--- config.mk ---
export PLATFORM = sky130hd
export DESIGN_NAME = music_tone_gen
export DESIGN_NICKNAME = d
export VERILOG_FILES = /design/src/rtl/music_tone_gen.sv
export SDC_FILE = /design/constraint.sdc
export NUM_CORES = 1
export LEC_CHECK = 0
export BUFFER_PORTS_ARGS = -buffer_cell sky130_fd_sc_hd__buf_2
export CAP_MARGIN = 20
export CORE_ASPECT_RATIO = 1.4
export CORE_MARGIN = 4
export CORE_UTILIZATION = 31
export CTS_CLUSTER_SIZE = 30
export DETAILED_ROUTE_END_ITERATION = 16
export GPL_TIMING_DRIVEN = 0
export PLACE_DENSITY_LB_ADDON = 0.25
export SLEW_MARGIN = 20
export SYNTH_ARGS = -nofsm -noshare
export SYNTH_HDL_FRONTEND = slang
export SYNTH_SLANG_ARGS = --single-unit
--- constraint.sdc ---
create_clock -name clk -period 6.83 [get_ports clk]
set_clock_uncertainty 0.15 [all_clocks]
set_input_delay 0 -clock clk [delete_from_list [all_inputs] [get_ports clk]]
set_output_delay 0 -clock clk [all_outputs]
set_load 0.005 [all_outputs]
--- src/rtl/music_tone_gen.sv ---
// music_tone_gen: turns the player's is_playing/song outputs into a square-wave
// tone by walking a 4-song x 8-step note ROM. Each step lasts TICK_DIV*NOTE_TICKS
// cycles. Note code c (1..7) has half-period BASE_HALF*(9-c) cycles; code 0 is a
// rest.
// Build option: define TONE_LOOP_EN to make the song loop from step 7 back to
// step 0. Without it, the song stops in DONE after step 7.
module music_tone_gen #(
    parameter int TICK_DIV   = 50000,
    parameter int NOTE_TICKS = 100,
    parameter int BASE_HALF  = 2000
) (
    input  logic       clk,
    input  logic       rst,
    input  logic       is_playing,
    input  logic [1:0] song,
    output logic       audio_out,
    output logic [2:0] note_code,
    output logic [2:0] step,
    output logic       step_strobe,
    output logic [1:0] dbg_state_o
);

    // Each counter is just wide enough for its largest value.
    localparam int PW = (TICK_DIV > 1) ? $clog2(TICK_DIV) : 1;
    localparam int DW = (NOTE_TICKS > 1) ? $clog2(NOTE_TICKS) : 1;
    localparam int HW = $clog2(BASE_HALF * 8);

    localparam logic [PW-1:0] PRESC_MAX = PW'(TICK_DIV - 1);
    localparam logic [DW-1:0] DUR_MAX   = DW'(NOTE_TICKS - 1);

    // Note ROM, indexed [song][step].
    localparam logic [2:0] ROM [4][8] = '{
        '{3'd1, 3'd2, 3'd3, 3'd4, 3'd5, 3'd6, 3'd7, 3'd0},
        '{3'd7, 3'd6, 3'd5, 3'd4, 3'd3, 3'd2, 3'd1, 3'd0},
        '{3'd1, 3'd3, 3'd5, 3'd7, 3'd5, 3'd3, 3'd1, 3'd0},
        '{3'd4, 3'd4, 3'd0, 3'd4, 3'd4, 3'd0, 3'd7, 3'd0}
    };

    typedef enum logic [1:0] {
        IDLE = 2'd0,
        RUN  = 2'd1,
        HOLD = 2'd2,
        DONE = 2'd3
    } state_t;

    state_t        state_q, state_d;
    logic [1:0]    song_q, song_d;
    logic [2:0]    step_q, step_d;
    logic [PW-1:0] presc_q, presc_d;
    logic [DW-1:0] dur_q, dur_d;
    logic [HW-1:0] half_q, half_d;
    logic          phase_q, phase_d;
    logic          audio_q, audio_d;
    logic          strobe_q, strobe_d;
    logic [HW-1:0] half_max;

    assign note_code   = ROM[song_q][step_q];
    assign step        = step_q;
    assign audio_out   = audio_q;
    assign step_strobe = strobe_q;
    assign dbg_state_o = state_q;

    // Next-state logic: song change first, then per-state sequencing.
    always_comb begin
        state_d  = state_q;
        song_d   = song_q;
        step_d   = step_q;
        presc_d  = presc_q;
        dur_d    = dur_q;
        half_d   = half_q;
        phase_d  = phase_q;
        strobe_d = 1'b0;
        half_max = HW'(BASE_HALF * (9 - int'(note_code)) - 1);

        if (song != song_q) begin
            // A new song restarts the position; state keeps its play/pause sense.
            song_d  = song;
            step_d  = 3'd0;
            presc_d = '0;
            dur_d   = '0;
            half_d  = '0;
            phase_d = 1'b0;
            case (state_q)
                RUN: begin
                    if (is_playing) strobe_d = 1'b1;
                    else            state_d  = HOLD;
                end
                DONE: begin
                    if (is_playing) begin
                        state_d  = RUN;
                        strobe_d = 1'b1;
                    end else begin
                        state_d = IDLE;
                    end
                end
                default: ;
            endcase
        end else begin
            case (state_q)
                IDLE: begin
                    if (is_playing) begin
                        state_d  = RUN;
                        strobe_d = 1'b1;
                    end
                end
                RUN: begin
                    if (!is_playing) begin
                        // Pause freezes everything, even a step end due this cycle.
                        state_d = HOLD;
                    end else begin
                        if (note_code != 3'd0) begin
                            if (half_q == half_max) begin
                                half_d  = '0;
                                phase_d = ~phase_q;
                            end else begin
                                half_d = half_q + 1'b1;
                            end
                        end else begin
                            phase_d = 1'b0;
                        end
                        if (presc_q == PRESC_MAX) begin
                            presc_d = '0;
                            if (dur_q == DUR_MAX) begin
                                dur_d   = '0;
                                half_d  = '0;
                                phase_d = 1'b0;
                                if (step_q == 3'd7) begin
`ifdef TONE_LOOP_EN
                                    step_d   = 3'd0;
                                    strobe_d = 1'b1;
`else
                                    state_d = DONE;
`endif
                                end else begin
                                    step_d   = step_q + 3'd1;
                                    strobe_d = 1'b1;
                                end
                            end else begin
                                dur_d = dur_q + 1'b1;
                            end
                        end else begin
                            presc_d = presc_q + 1'b1;
                        end
                    end
                end
                HOLD: begin
                    if (is_playing) state_d = RUN;
                end
                DONE: begin
                    if (!is_playing) begin
                        state_d = IDLE;
                        step_d  = 3'd0;
                    end
                end
                default: state_d = IDLE;
            endcase
        end

        // Audio follows the phase only while the next cycle is a RUN cycle.
        audio_d = (state_d == RUN) & phase_d;
    end

    // State and counter registers.
    always_ff @(posedge clk or negedge rst) begin
        if (!rst) begin
            state_q  <= IDLE;
            song_q   <= 2'd0;
            step_q   <= 3'd0;
            presc_q  <= '0;
            dur_q    <= '0;
            half_q   <= '0;
            phase_q  <= 1'b0;
            audio_q  <= 1'b0;
            strobe_q <= 1'b0;
        end else begin
            state_q  <= state_d;
            song_q   <= song_d;
            step_q   <= step_d;
            presc_q  <= presc_d;
            dur_q    <= dur_d;
            half_q   <= half_d;
            phase_q  <= phase_d;
            audio_q  <= audio_d;
            strobe_q <= strobe_d;
        end
    end

endmodule

==> impl_metrics.csv <==
group,metric,value,unit
yosys,nets_in_the_synthesized_netlist,448,
die,floorplan.die.width,98.6,um
run,cap_viol_max_count,0,
power_and_ir_drop,pwr_density_cell,236,nW/um^2
yosys,yosys_warnings,0,
yosys,synth_enable_flop_cells,0,
worst_setup_path,crit_path_start_kind,"register",
clock_network,cts_max_path_buffers,2,
min_path,hold_path.class,"primary input to asynchronous set/reset pin",
routing,drtAntennaViolNets,0,
timing,worst_pin_slew,0.652,ns
layout,mostFrequentLayoutCells,"sky130_fd_sc_hd__nand2_1, sky130_fd_sc_hd__dfrtp_1, sky130_fd_sc_hd__o21ai_0",
die,num_rows,46,
die,die_footprint,13300,um^2
die,floorplan.initialDensity,31.6,%
timing,max_freq,167,MHz
timing,relSlewSlack,56.4,%
timing,finalCritPeriodShare,87.6,%
die,dieHeight,135,um
run_status,outcome,"finished, final reports clean",
layout,stdcell_area,4030,um^2
clock_network,h-tree-depth,2,
yosys,synth_sequential_area_ratio,33.0,%
timing,whs,0.114,ns
layout,layout.cells.most_common,"sky130_fd_sc_hd__nand2_1",
yosys,async_flop_share,100,%
layout,utilization,35.7,%
clock_network,tritoncts,"done",
layout,finalNetCount,473,
grt,grt_usage,14.0,%
placed_design,preCtsSetupSlack,0.830,ns
clock_network,clk_transition_reported_paths,0.07,ns
layout,diodes,0,
clock_network,number_of_buffers_created_by_cts,5,
routing,drt_first_iter_violations,124,
worst_setup_path,critPathArrivalTime,6.02,ns
placed_design,detailed_place_hpwl,6590,um
grt,remaining_global_route_overflow,0,
timing,final-hold-violation-count,0,
routing,detail_route.drc_violations,0,
layout,post_route_cells_drive_above_1_share,9.30,%
routing,first_pass_iters,4,
timing,worst_setup_margin,0.845,ns
routing,routed_via_density,5.42,
placed_design,dpl_cell_area,3820,um^2
grt,first_global_vias,3288,
clock_network,post_cts_buffers,0,
yosys,dominantRegCellSynth,"sky130_fd_sc_hd__dfrtp_1",
die,standard_cell_core_area,11300,um^2
clock_network,insertion_delay,0.29,ns
grt,grt_pass1_wl,15500,um
timing,fin_tns_setup,0,ns
grt,grt_max_degree,48,
worst_setup_path,path_type_of_the_worst_setup_path,"register to register",
grt,grt_antenna_before_repair,0,
worst_setup_path,setup.worst_path.end_class,"register",
placed_design,global_placement_routability_congestion,0.837,
layout,area_delta_synth_final,12.9,%
clock_network,clockRootBuffer,"sky130_fd_sc_hd__clkbuf_16",
yosys,syn_area,3570,um^2
yosys,synthesis.area_per_instance,8.59,um^2
power_and_ir_drop,peak_supply_drop,0.000144,V
timing,grt_setup_unrepaired,"false",
die,boundaryPins,15,
routing,route.final.wire_length,8770,um
yosys,ys_types,69,
layout,final_cell_count_without_fillers,585,
timing,final_max_slew_viol_count,0,
routing,per_cell_routed_wire_length,15.0,um
placed_design,io_buffer_count,14,
timing,finalWorstPathRequiredPeriod,5.98,ns
clock_network,cts_num_sinks,47,
routing,detailroute.via_count,3168,
yosys,ys_ff_latch,47,
power_and_ir_drop,p_total,0.952,mW
timing,timing.final.setup_violations,0,
placed_design,placed_cells,573,
power_and_ir_drop,p_leak,1.76,nW
worst_setup_path,cp_data_required_time,6.86,ns
yosys,syn-instance-count,415,
worst_setup_path,path_max_fanout,8,
metal layers:
| metal | GRT usage (%) | wire length, um |
|---|---|---|
| met2 | 25.7 | 4630 |
| met3 | 1.91 | 183 |
| met5 | 0 | 0 |
| met1 | 16.0 | 3770 |
| met4 | 6.15 | 190 |
worst max-delay path: stages, from the launching register on:
cell	delay (ns)
sky130_fd_sc_hd__dfrtp_1	0.46
sky130_fd_sc_hd__inv_1	0.10
sky130_fd_sc_hd__ha_1	0.21
sky130_fd_sc_hd__mux2_2	0.27
sky130_fd_sc_hd__o211ai_1	0.33
sky130_fd_sc_hd__nand2_1	0.32
sky130_fd_sc_hd__inv_1	0.26
sky130_fd_sc_hd__ha_1	0.29
sky130_fd_sc_hd__xor2_1	0.19
sky130_fd_sc_hd__fa_1	0.56
sky130_fd_sc_hd__inv_1	0.07
sky130_fd_sc_hd__fa_1	0.63
sky130_fd_sc_hd__nand2_1	0.08
sky130_fd_sc_hd__or4_4	0.46
sky130_fd_sc_hd__a311oi_1	0.37
sky130_fd_sc_hd__and4_1	0.32
sky130_fd_sc_hd__o2111a_1	0.40
sky130_fd_sc_hd__nor2_1	0.14
sky130_fd_sc_hd__a22o_1	0.25
logic make-up after synthesis:
| kind of cell | count (synthesis) | share of synthesized area [%] |
|---|---|---|
| and+or+nand+nor | 176 | 25.1 |
| AOI/OAI and AO/OA | 108 | 20.5 |
| DFF | 47 | 33.0 |
| buffers and inverters | 30 | 3.40 |
| adders and majority gates | 28 | 10.9 |
| xor gates and xnor gates | 20 | 5.33 |
| muxes | 6 | 1.82 |
area by class of cell:
| cell class | count | area, um^2 |
|---|---|---|
| clock buffers | 5 | 125 |
| multi-input cells | 338 | 2270 |
| flip-flops and latches | 47 | 1180 |
| clock inverters | 3 | 43.8 |
| fillers | 1208 | 7250 |
| plain buffers | 12 | 53.8 |
| well taps | 144 | 180 |
| repair buffers | 18 | 113 |
| inverters | 18 | 67.6 |
report_power, final:
| group | internal, mW | switching [mW] | leakage, nW |
|---|---|---|---|
| Combinational | 0.145 | 0.225 | 1.03 |
| Clock | 0.173 | 0.110 | 0.0838 |
| Sequential | 0.287 | 0.0131 | 0.646 |
| Total | 0.604 | 0.348 | 1.76 |
sequential cells by signal, summed over array words and instances, names as in the netlist:
signal       flops
dur_q            7
half_q          14
audio_out        1
presc_q         16
step             3
step_strobe      1
phase_q          1
dbg_state_o      2
song_q           2
final timing paths:
kind	endpoint	start	slack (ns)	depth (start not counted)
worst max-delay path	half_q[1]	song_q[0]	0.85	18
worst max register to register	half_q[1]	song_q[0]	0.85	18
worst min register to register	half_q[2]	half_q[2]	0.35	1
worst min-delay path	presc_q[8]	rst	0.11	2
max in group asynchronous	dbg_state_o[1]	rst	5.99	2
min in group clk	song_q[1]	song[1]	0.31	3
what timing repair did:
action	in CTS	in global routing
setup endpoints to repair	0	0
gates resized for setup	0	0
endpoints found under the hold margin	53	0
hold buffers	4	0
synthesized netlist by cell type (3+ instances only):
| library cell | n | area [um^2] |
|---|---|---|
| sky130_fd_sc_hd__a211oi_1 | 4 | 30.0 |
| sky130_fd_sc_hd__a21o_1 | 3 | 22.5 |
| sky130_fd_sc_hd__a21oi_1 | 16 | 80.1 |
| sky130_fd_sc_hd__a31oi_1 | 7 | 43.8 |
| sky130_fd_sc_hd__and2_1 | 3 | 18.8 |
| sky130_fd_sc_hd__and3_1 | 13 | 81.3 |
| sky130_fd_sc_hd__clkbuf_1 | 9 | 33.8 |
| sky130_fd_sc_hd__dfrtp_1 | 47 | 1180 |
| sky130_fd_sc_hd__fa_1 | 5 | 100 |
| sky130_fd_sc_hd__ha_1 | 23 | 288 |
| sky130_fd_sc_hd__inv_1 | 17 | 63.8 |
| sky130_fd_sc_hd__mux2i_1 | 4 | 40.0 |
| sky130_fd_sc_hd__nand2_1 | 54 | 203 |
| sky130_fd_sc_hd__nand2b_1 | 6 | 37.5 |
| sky130_fd_sc_hd__nand3_1 | 30 | 150 |
| sky130_fd_sc_hd__nand4_1 | 5 | 31.3 |
| sky130_fd_sc_hd__nor2_1 | 28 | 105 |
| sky130_fd_sc_hd__nor2b_1 | 3 | 18.8 |
| sky130_fd_sc_hd__nor3_1 | 9 | 45.0 |
| sky130_fd_sc_hd__o211ai_1 | 4 | 30.0 |
| sky130_fd_sc_hd__o21ai_0 | 36 | 180 |
| sky130_fd_sc_hd__o2bb2ai_1 | 3 | 26.3 |
| sky130_fd_sc_hd__o31ai_1 | 8 | 60.1 |
| sky130_fd_sc_hd__or2_2 | 3 | 18.8 |
| sky130_fd_sc_hd__or3_1 | 3 | 18.8 |
| sky130_fd_sc_hd__or4_1 | 3 | 22.5 |
| sky130_fd_sc_hd__xnor2_1 | 9 | 78.8 |
| sky130_fd_sc_hd__xor2_1 | 10 | 87.6 |
Power figures use the tool's default switching activity.
